## src/rtl/ddr2_rd_fifo_ctrl_0.sv

```systemverilog
// ddr2_rd_fifo_ctrl_0: tracks issued DDR2 read bursts and drains the rise/fall
// data FIFO pair one burst at a time once enough words have landed.
// Optional read watchdog: define DDR2_RD_TIMEOUT_EN.
module ddr2_rd_fifo_ctrl_0 #(
  parameter int unsigned MAX_OUTSTANDING = 4,
  parameter int unsigned FIFO_DEPTH      = 16
) (
  input  logic       clk,
  input  logic       reset_n,
  input  logic       rd_cmd,
  input  logic       rd_cmd_bl8,
  output logic       rd_cmd_ready,
  input  logic       read_en_delayed_rise,
  input  logic       read_en_delayed_fall,
  output logic       fifo_rd_en,
  output logic       rd_busy,
  output logic [3:0] outstanding,
  output logic       ovf_err,
  output logic       udf_err,
  output logic       skew_err,
  output logic       timeout_err
);

  localparam int unsigned PTR_W = $clog2(MAX_OUTSTANDING);
  localparam int unsigned SLOTS = 1 << PTR_W;
  localparam int unsigned CNT_W = 4;
  localparam int unsigned OCC_W = 5;
  localparam int unsigned DL_W  = 2;

  localparam logic [OCC_W-1:0] OCC_FULL = OCC_W'(FIFO_DEPTH);
  localparam logic [CNT_W-1:0] CNT_MAX  = CNT_W'(MAX_OUTSTANDING);
  localparam logic [PTR_W-1:0] PTR_LAST = PTR_W'(MAX_OUTSTANDING - 1);

  typedef enum logic [1:0] {
    ST_IDLE      = 2'd0,
    ST_WAIT_DATA = 2'd1,
    ST_DRAIN     = 2'd2
  } state_e;

  state_e            state_q, state_d;
  logic [SLOTS-1:0]  bl8_q, bl8_d;
  logic [PTR_W-1:0]  rd_ptr_q, rd_ptr_d, wr_ptr_q, wr_ptr_d;
  logic [CNT_W-1:0]  cnt_q, cnt_d;
  logic [OCC_W-1:0]  occ_q, occ_d;
  logic [DL_W-1:0]   drain_left_q, drain_left_d;
  logic              fifo_rd_en_q, fifo_rd_en_d;
  logic              ovf_q, ovf_d, udf_q, udf_d, skew_q, skew_d;
  logic              rst_sync_q;
  logic              push, pop;
  logic [PTR_W-1:0]  rd_ptr_inc, wr_ptr_inc;
  logic [OCC_W-1:0]  head_words, next_words;
`ifdef DDR2_RD_TIMEOUT_EN
  logic [7:0]        wdog_q, wdog_d;
  logic              timeout_q, timeout_d;
`endif

  function automatic logic [PTR_W-1:0] ptr_inc(input logic [PTR_W-1:0] p);
    return (p == PTR_LAST) ? '0 : p + PTR_W'(1);
  endfunction

  assign rd_cmd_ready = (cnt_q < CNT_MAX);
  assign rd_busy      = (state_q != ST_IDLE) || (cnt_q != '0);
  assign outstanding  = cnt_q;
  assign fifo_rd_en   = fifo_rd_en_q;
  assign ovf_err      = ovf_q;
  assign udf_err      = udf_q;
  assign skew_err     = skew_q;
`ifdef DDR2_RD_TIMEOUT_EN
  assign timeout_err  = timeout_q;
`else
  assign timeout_err  = 1'b0;
`endif

  assign push       = rd_cmd && rd_cmd_ready;
  assign rd_ptr_inc = ptr_inc(rd_ptr_q);
  assign wr_ptr_inc = ptr_inc(wr_ptr_q);
  assign head_words = bl8_q[rd_ptr_q]   ? OCC_W'(4) : OCC_W'(2);
  assign next_words = bl8_q[rd_ptr_inc] ? OCC_W'(4) : OCC_W'(2);

  // Reset assertion is immediate; release is re-timed to clk by one stage.
  always_ff @(posedge clk or negedge reset_n) begin
    if (!reset_n) rst_sync_q <= 1'b0;
    else          rst_sync_q <= 1'b1;
  end

  // Next-state: occupancy/error tracking, burst sequencing, command queue.
  always_comb begin
    state_d      = state_q;
    bl8_d        = bl8_q;
    rd_ptr_d     = rd_ptr_q;
    wr_ptr_d     = wr_ptr_q;
    cnt_d        = cnt_q;
    occ_d        = occ_q;
    drain_left_d = drain_left_q;
    fifo_rd_en_d = 1'b0;
    ovf_d        = ovf_q;
    udf_d        = udf_q;
    skew_d       = skew_q;
    pop          = 1'b0;
`ifdef DDR2_RD_TIMEOUT_EN
    wdog_d       = '0;
    timeout_d    = timeout_q;
`endif

    if (read_en_delayed_rise && !fifo_rd_en_q) begin
      if (occ_q >= OCC_FULL) ovf_d = 1'b1;
      else                   occ_d = occ_q + OCC_W'(1);
    end else if (fifo_rd_en_q && !read_en_delayed_rise) begin
      if (occ_q == '0) udf_d = 1'b1;
      else             occ_d = occ_q - OCC_W'(1);
    end
    if (read_en_delayed_rise != read_en_delayed_fall) skew_d = 1'b1;

    case (state_q)
      ST_IDLE: begin
        if (cnt_q != '0) state_d = ST_WAIT_DATA;
      end
      ST_WAIT_DATA: begin
        if (occ_d >= head_words) begin
          state_d      = ST_DRAIN;
          fifo_rd_en_d = 1'b1;
          drain_left_d = DL_W'(head_words - OCC_W'(1));
        end
`ifdef DDR2_RD_TIMEOUT_EN
        else if (wdog_q == 8'hFF) begin
          timeout_d = 1'b1;
          pop       = 1'b1;
          state_d   = ((cnt_q > CNT_W'(1)) || push) ? ST_WAIT_DATA : ST_IDLE;
        end else begin
          wdog_d = wdog_q + 8'd1;
        end
`endif
      end
      ST_DRAIN: begin
        if (drain_left_q != '0) begin
          fifo_rd_en_d = 1'b1;
          drain_left_d = drain_left_q - DL_W'(1);
        end else begin
          // Last word: retire head and chain straight into the next burst if its data is in.
          pop = 1'b1;
          if (cnt_q > CNT_W'(1)) begin
            if (occ_d >= next_words) begin
              state_d      = ST_DRAIN;
              fifo_rd_en_d = 1'b1;
              drain_left_d = DL_W'(next_words - OCC_W'(1));
            end else begin
              state_d = ST_WAIT_DATA;
            end
          end else if (push) begin
            state_d = ST_WAIT_DATA;
          end else begin
            state_d = ST_IDLE;
          end
        end
      end
      default: state_d = ST_IDLE;
    endcase

    if (push) begin
      bl8_d[wr_ptr_q] = rd_cmd_bl8;
      wr_ptr_d        = wr_ptr_inc;
    end
    if (pop) rd_ptr_d = rd_ptr_inc;
    case ({push, pop})
      2'b10:   cnt_d = cnt_q + CNT_W'(1);
      2'b01:   cnt_d = cnt_q - CNT_W'(1);
      default: cnt_d = cnt_q;
    endcase
  end

  // State register; held in reset until the synchronised release lands.
  always_ff @(posedge clk or negedge reset_n) begin
    if (!reset_n) begin
      state_q      <= ST_IDLE;
      bl8_q        <= '0;
      rd_ptr_q     <= '0;
      wr_ptr_q     <= '0;
      cnt_q        <= '0;
      occ_q        <= '0;
      drain_left_q <= '0;
      fifo_rd_en_q <= 1'b0;
      ovf_q        <= 1'b0;
      udf_q        <= 1'b0;
      skew_q       <= 1'b0;
`ifdef DDR2_RD_TIMEOUT_EN
      wdog_q       <= '0;
      timeout_q    <= 1'b0;
`endif
    end else if (!rst_sync_q) begin
      state_q      <= ST_IDLE;
      bl8_q        <= '0;
      rd_ptr_q     <= '0;
      wr_ptr_q     <= '0;
      cnt_q        <= '0;
      occ_q        <= '0;
      drain_left_q <= '0;
      fifo_rd_en_q <= 1'b0;
      ovf_q        <= 1'b0;
      udf_q        <= 1'b0;
      skew_q       <= 1'b0;
`ifdef DDR2_RD_TIMEOUT_EN
      wdog_q       <= '0;
      timeout_q    <= 1'b0;
`endif
    end else begin
      state_q      <= state_d;
      bl8_q        <= bl8_d;
      rd_ptr_q     <= rd_ptr_d;
      wr_ptr_q     <= wr_ptr_d;
      cnt_q        <= cnt_d;
      occ_q        <= occ_d;
      drain_left_q <= drain_left_d;
      fifo_rd_en_q <= fifo_rd_en_d;
      ovf_q        <= ovf_d;
      udf_q        <= udf_d;
      skew_q       <= skew_d;
`ifdef DDR2_RD_TIMEOUT_EN
      wdog_q       <= wdog_d;
      timeout_q    <= timeout_d;
`endif
    end
  end

endmodule

```

## config.mk

```make
export PLATFORM = sky130hd
export DESIGN_NAME = ddr2_rd_fifo_ctrl_0
export DESIGN_NICKNAME = d
export VERILOG_FILES = /design/src/rtl/ddr2_rd_fifo_ctrl_0.sv
export SDC_FILE = /design/constraint.sdc
export NUM_CORES = 1
export LEC_CHECK = 0
export CORE_ASPECT_RATIO = 1.4
export CORE_MARGIN = 4
export CORE_UTILIZATION = 55
export CTS_CLUSTER_DIAMETER = 40
export DETAILED_ROUTE_END_ITERATION = 16
export GPL_TIMING_DRIVEN = 1
export PLACE_DENSITY = 0.79
export SKIP_LAST_GASP = 1
export SYNTH_ARGS = -nofsm -noshare
export SYNTH_HDL_FRONTEND = slang
export SYNTH_SLANG_ARGS = --single-unit
export TNS_END_PERCENT = 5
```

## constraint.sdc

```tcl
create_clock -name clk -period 6.21 [get_ports clk]
set_input_delay 0.9315 -clock clk [delete_from_list [all_inputs] [get_ports clk]]
set_output_delay 0.9315 -clock clk [all_outputs]
set_load 0.005 [all_outputs]
```

==> results of run 1 <==
cells in the mapped netlist, types with 2 or more instances:
master	instances	area, um^2
a21oi_1	14	70.1
a31oi_1	3	18.8
and2_1	6	37.5
and2b_1	2	15.0
and4_1	2	17.5
clkbuf_1	5	18.8
conb_1	2	7.51
dfrtp_1	26	651
ha_1	19	238
inv_1	13	48.8
mux2_2	2	22.5
mux2i_1	3	30.0
nand2_1	25	93.8
nand3_1	8	40.0
nor2_1	26	97.6
nor3_1	2	10.0
nor3b_1	2	15.0
o21ai_0	9	45.0
xnor2_1	4	35.0
xor2_1	3	26.3
worst max-delay path, cell delays in order:
cell and delay, ns:
clkdlybuf4s50_1 0.61, nor3b_1 0.41, a32oi_1 0.10, o21ai_0 0.31, ha_1 0.33, a21oi_1 0.19
and4_1 0.29, a311oi_1 0.12, o41ai_1 0.34
cell type report:
cell class | instances | area (um^2)
multi-input cells | 161 | 1090
flip-flops and latches | 26 | 651
well taps | 39 | 48.8
repair buffers | 16 | 158
fillers | 277 | 1120
inverters | 13 | 48.8
clock buffers | 3 | 41.3
metrics by stage:
stage / setup slack, ns / hold slack [ns] / instance area [um^2]
6_report: 2.72 / 0.500 / 2030
5_1_grt: 2.52 / 0.522 / 2030
4_1_cts: 2.74 / 0.505 / 2030
3_5_place_dp: 2.47 / 0.486 / 1990
3_3_place_gp: 2.65 / 0.484 / 1990
2_1_floorplan: 3.27 / 0.486 / 1830
report_power, final:
part           switching, mW  internal (mW)
Combinational          0.171          0.141
Sequential            0.0358          0.195
Clock                 0.0529         0.0436
Total                  0.260          0.380
metal layers:
metal	GRT usage	wire length, um
met2	0.348	2060
met4	0.114	130
met3	0.0186	91
met1	0.219	1570
met5	0	0
worst max path at each step:
stage                          from         end  slack, ns  depth (start not counted)
2_1_floorplan  read_en_delayed_rise  state_q[0]       3.27                          9
3_3_place_gp   read_en_delayed_rise  state_q[0]       2.65                          9
3_5_place_dp   read_en_delayed_rise  state_q[0]       2.47                          9
4_1_cts        read_en_delayed_rise  state_q[0]       2.74                          9
5_1_grt        read_en_delayed_rise  state_q[0]       2.52                          9
6_report       read_en_delayed_rise  state_q[0]       2.72                          9
logic make-up after synthesis:
family / count (synthesis)
DFF: 26
adders and majority gates: 19
other: 2
xor gates and xnor gates: 7
AOI/OAI and AO/OA: 42
and+or+nand+nor: 86
buffers and inverters: 21
muxes: 5
sequential cells by signal, indices dropped and copies added (netlist names):
signal and cells:
wr_ptr_q 2, fifo_rd_en 1, outstanding 4, ovf_err 1
udf_err 1, bl8_q 4, rd_ptr_q 2, rst_sync_q 1
skew_err 1, state_q 2, drain_left_q 2, occ_q 5
==> summary.txt, run 1 <==
Power and ir drop
  • P_leak: between 0.8 and 0.9 nW
  • Pwr dens: ~310 nW/um^2
  • IR drop worst, VDD: between 0.2 and 0.25 mV
  • Pwr Total: around 0.64 mW

STA
  • Setup violations, final: 0
  • Slew margin rel.: 0.519
  • Max Transition Viols Final: 0
  • Setup_tns: 0 ns
  • Fmax: 287 MHz
  • RSZ-0062 raised after global routing: no
  • Final min period: roughly 3.5 ns
  • Period utilisation layout: 0.562
  • Final hold violations: 0
  • Setup Skew: about 0.0025 ns
  • Slew @ Worst Pin: ~0.72 ns

Logic synthesis
  • Synth Warn #: 0
  • Adder-cell share of the synthesized area: 0.130
  • Largest family of logic cells by synthesized area: simple AND/OR/NAND/NOR gates
  • Synth Area in Simple Gates: 0.248
  • Post-synthesis mux area share: 0.0287
  • Mapped Cells: between 200 and 250
  • Async SR Flop Fraction: 1.00
  • XOR/XNOR Fraction of Synth Area: 0.0335
  • Mapped Area: about 1800 um^2
  • Sequential-to-total area share from yosys stat: 0.356
  • Synthesized area per cell: slightly below 9 um^2
  • Synth Area in Compound Gates: 0.150
  • Synth Net Count: about 230
  • Yosys cell types: 52
  • Post-synth EDFFs: 0
  • Yosys reg bits: 26
  • Top FF cell, synth: dfrtp_1

Clock tree
  • Post-CTS setup buffers: 0
  • Clock Latency Late Sink: about 0.27 ns
  • CTS H-tree depth: 1
  • Bufs on Longest Clock Path: 2
  • Post-cts sizing count: 0
  • Inserted Clock Buffers: 3
  • Number of hold buffers added after cts: 0
  • CTS root buf: clkbuf_8
  • CTS clock-pin slew for the worst setup and hold paths: about 0.08 ns
  • CTS tree: yes
  • Clk sinks: 26

Run status
  • Status: finished clean

Global routing
  • Grt ovf: 0
  • First-pass GRT wire length: roughly 6900 um
  • Initial antenna violation count: 0
  • GR Util All Layers: 0.195
  • Vias in the first global route: 1561
  • Pin count of the biggest net entering global routing: 27

Route
  • Routed wire length: between 3000 and 4000 um
  • DRC: 0
  • Via count: between 1.5k and 2k
  • DRT iter0 DRCs: 70
  • Detail Route Antenna Nets: 0
  • Vias per cell: 5.93
  • WL per Instance: between 10 and 15 um
  • Detailed-router iteration count before antenna repair: 4

Floorplan
  • Die Width: 56.7 um
  • Rows: 24
  • Core Area: between 3000 and 4000 um^2
  • Die ar.: approximately 4300 um^2
  • Die Ht: between 70 and 80 um
  • Initial Util: 0.580
  • Ports: 17

Cells and area
  • Most frequent cells in the layout: 26 x nor2_1, 26 x dfrtp_1, 25 x nand2_1, 19 x ha_1, 15 x clkdlybuf4s50_1
  • Final nets: about 250
  • Share of layout cells above drive strength 1: 0.0594
  • Layout Cells excl Fill: around 260
  • # diodes: 0
  • Layout Utilization: 0.645
  • Area grow syn2layout: 11.2%

Hold path
  • HP Class: flop to flop
  • Hold depth: 2
  • Hold EP: skew_err
  • Hold Crit Start: skew_err

Job
  • Max Cap Viol: 0

Worst setup path
  • CP required: about 6.4 ns
  • Critical Path Sink Type: flop
  • Critical path peak fanout: 8
  • R2R Setup Slk: a little over 3 ns
  • Arr. time, crit path: around 3.7 ns
  • Worst reg2reg path endpoint: state_q[1]
  • Crit start category: input pin
  • Crit path kind: input pin to flop
  • Reg2reg path depth: 12
  • Worst r2r src: occ_q[1]

Placement
  • Post-DP HPWL: about 2900 um
  • Port-buffer cells: 15
  • GP Congestion: 0.995
  • Dpl cells: approximately 260
Power figures use the tool's default switching activity.
==> inputs of run 2 (changes only) <==
--- a/config.mk
+++ b/config.mk
@@ -7,11 +7,11 @@
 export LEC_CHECK = 0
 export CORE_ASPECT_RATIO = 1.4
 export CORE_MARGIN = 4
-export CORE_UTILIZATION = 55
+export CORE_UTILIZATION = 52
 export CTS_CLUSTER_DIAMETER = 40
 export DETAILED_ROUTE_END_ITERATION = 16
 export GPL_TIMING_DRIVEN = 1
-export PLACE_DENSITY = 0.79
+export PLACE_DENSITY = 0.78
 export SKIP_LAST_GASP = 1
 export SYNTH_ARGS = -nofsm -noshare
 export SYNTH_HDL_FRONTEND = slang
==> constraint.sdc (replaced) <==
create_clock -name clk -period 2.9 [get_ports clk]
set_input_delay 0.435 -clock clk [delete_from_list [all_inputs] [get_ports clk]]
set_output_delay 0.435 -clock clk [all_outputs]
set_load 0.005 [all_outputs]
==> run 2 against run 1 <==
Against the previous run: via count up 1.5%; wire length increased by 0.98%; largest power group unchanged; combinational power grew to 2.6 times the previous value; clock-buffer cell count rose by 1; critical endpoint is now state_q[1]; non-clock buffer count up 16; largest cell class unchanged.
==> summary.txt, run 2 (synthesis results as in run 1) <==
Run status
  • Status: finished clean

STA
  • Final min period: around 2.8 ns
  • Slew @ Worst Pin: 0.736 ns (+0.0187 ns)
  • Setup violations, final: 0 (unchanged)
  • Hold_ws: 0.506 ns (+0.00570 ns)
  • Fmax: roughly 360 MHz
  • Period utilisation layout: 0.955
  • Max Transition Viols Final: 0 (unchanged)
  • Final hold violations: 0 (unchanged)
  • Slew margin rel.: 0.509 (-0.0101)
  • Setup Skew: 0.00879 ns (+0.00626 ns)

Route
  • WL per Instance: 14.1 um (-5.6%)
  • Via count: 1552 (+1.5%)
  • DRC: 0 (unchanged)
  • Vias per cell: 5.62 (-5.1%)
  • Detail Route Antenna Nets: 0 (unchanged)
  • Detailed-router iteration count before antenna repair: 4 (unchanged)
  • DRT iter0 DRCs: 69 (-1.4%)
  • Routed wire length: 3900 um (+0.98%)

Worst setup path
  • Worst r2r src: occ_q[1]
  • Critical path peak fanout: 4 (-4)
  • R2R Setup Slk: 0.13 ns (-2.94 ns)
  • Critical Path Sink Type: flop
  • Worst reg2reg path endpoint: state_q[1]
  • Reg2reg path depth: 11 (-1)
  • Critical path buffer and inverter count: 1 (unchanged)
  • CP required: 3.11 ns (-3.26 ns)
  • Arr. time, crit path: 2.97 ns (-0.68 ns)
  • Critical path's largest stage delay: 0.49 ns (-0.12 ns)
  • Top cell family by delay on the critical path: simple AND/OR/NAND/NOR gates
  • Critical Path, Cell by Cell: inv_2, ha_2, or4b_4, a32oi_2, o21ai_2, ha_1, nand2_2, o21ai_4, o211ai_2, or3_1, a21oi_2
  • Worst Setup SP: occ_q[1]
  • Worst path depth: 11 (+2)
  • Crit path kind: flop to flop
  • Worst path slowest cell: or4b_4
  • CP Capture Point: state_q[1]
  • Crit start category: flop

Clock tree
  • Clk sinks: 26 (unchanged)
  • Clock Latency Late Sink: 0.28 ns (about the same)
  • CTS tree: yes
  • CTS root buf: clkbuf_8
  • Inserted Clock Buffers: 3 (unchanged)
  • CTS clock-pin slew for the worst setup and hold paths: 0.09 ns (about the same)
  • CTS H-tree depth: 1 (unchanged)
  • Bufs on Longest Clock Path: 2 (unchanged)

Hold path
  • HP Class: flop to flop

Floorplan
  • Die ar.: 4540 um^2 (+5.0%)
  • Die Ht: 78.2 um (+2.5%)
  • Die Width: 58.1 um (+2.4%)
  • Initial Util: 0.541 (-0.0387)
  • Ports: 17 (unchanged)
  • Core Area: 3380 um^2 (+7.1%)
  • Rows: 25 (+4.2%)

Power and ir drop
  • Pwr Total: 1.54 mW (+140%)
  • Pwr dens: 694 nW/um^2 (+120%)
  • P_leak: 0.984 nW (+11%)
  • IR drop worst, VDD: 0.440 mV (+86%)

Cells and area
  • Top reg by flops: occ_q
  • Final Instance Area: 2210 um^2 (+8.9%)
  • Layout Cells excl Fill: 276 (+7.0%)
  • Layout Utilization: 0.656 (+0.0103)
  • Final nets: 262 (+6.5%)
  • Most common cell after layout, fill and taps aside: dfrtp_1
  • Share of layout cells above drive strength 1: 0.178 (+0.119)
  • Area grow syn2layout: 21.1%
  • Most frequent cells in the layout: 26 x dfrtp_1, 25 x nor2_1, 24 x nand2_1, 18 x ha_1, 17 x buf_4
  • # diodes: 0 (unchanged)
  • Largest register FFs: 5 (unchanged)

Global routing
  • Grt ovf: 0 (unchanged)
  • Vias in the first global route: 1574 (+0.83%)
  • First-pass GRT wire length: 6560 um (-4.4%)
  • Pin count of the biggest net entering global routing: 27 (unchanged)
  • Initial antenna violation count: 0 (unchanged)
  • GR Util All Layers: 0.182 (-0.0133)
  • Most used routing layer: met2
  • Met2 GRT Util: 0.330 (-0.0181)
  • Met3 GRT Util: 0.0263 (+0.00767)
  • Met1 Resource Use GR: 0.200 (-0.0193)

Placement
  • Dpl cells: 269 (+5.5%)
  • Post-DP HPWL: 2780 um (-5.1%)
  • Port-buffer cells: 15 (unchanged)
  • GP Congestion: 0.878 (-12%)
  • Cell Area, Placed: 2090 um^2 (+5.0%)

Job
  • Max Cap Viol: 0 (unchanged)
[run 2: timing repair]
| item | in CTS | in global routing |
|---|---|---|
| setup buffers | 0 | 3 |
| resized for setup | 0 | 15 |
| endpoints found under the setup margin | 0 | 4 |
| hold buffers | 0 | 0 |
[run 2: power breakdown]
group	internal (mW)	switching, mW
Combinational	0.397	0.412
Clock	0.122	0.118
Sequential	0.417	0.0718
Total	0.936	0.601
[run 2: worst min path at each step]
stage	cells past startpoint	from	end
5_1_grt	2	ovf_err	ovf_err
3_3_place_gp	2	ovf_err	ovf_err
3_5_place_dp	2	ovf_err	ovf_err
4_1_cts	2	ovf_err	ovf_err
2_1_floorplan	0	reset_n	bl8_q[0]
6_report	2	ovf_err	ovf_err
[run 2: cell type report]
class / instances / area, um^2
inverter: 13 / 48.8
clock buffer: 4 / 55.1
tap: 40 / 50.0
sequential: 26 / 651
fill: 295 / 1160
timing repair buffer: 32 / 278
multi-input combinational: 161 / 1130
[run 2: stage by stage]
| stage | setup slack (ns) | TNS, ns |
|---|---|---|
| after CTS | 0.0198 | 0 |
| after detailed placement | -0.134 | -0.390 |
| after global placement | -0.00824 | -0.0107 |
| final | 0.132 | 0 |
| after floorplan | 0.209 | 0 |
| after global routing | -0.0148 | -0.0148 |
[run 2: metal layers]
layer  vias to the layer above  wire length, um
met5                         -                0
met4                         0              119
met3                        13              134
met2                        34             2060
met1                       734             1580
li1                        771                -
[run 2: worst reg2reg max path, delay by kind of cell (launching register included)]
family,cells,cell delay [ns]
compound gates,5,0.77
buf+inv,1,0.06
fa+ha+maj,2,0.51
flops,1,0.39
simple gates,3,0.97
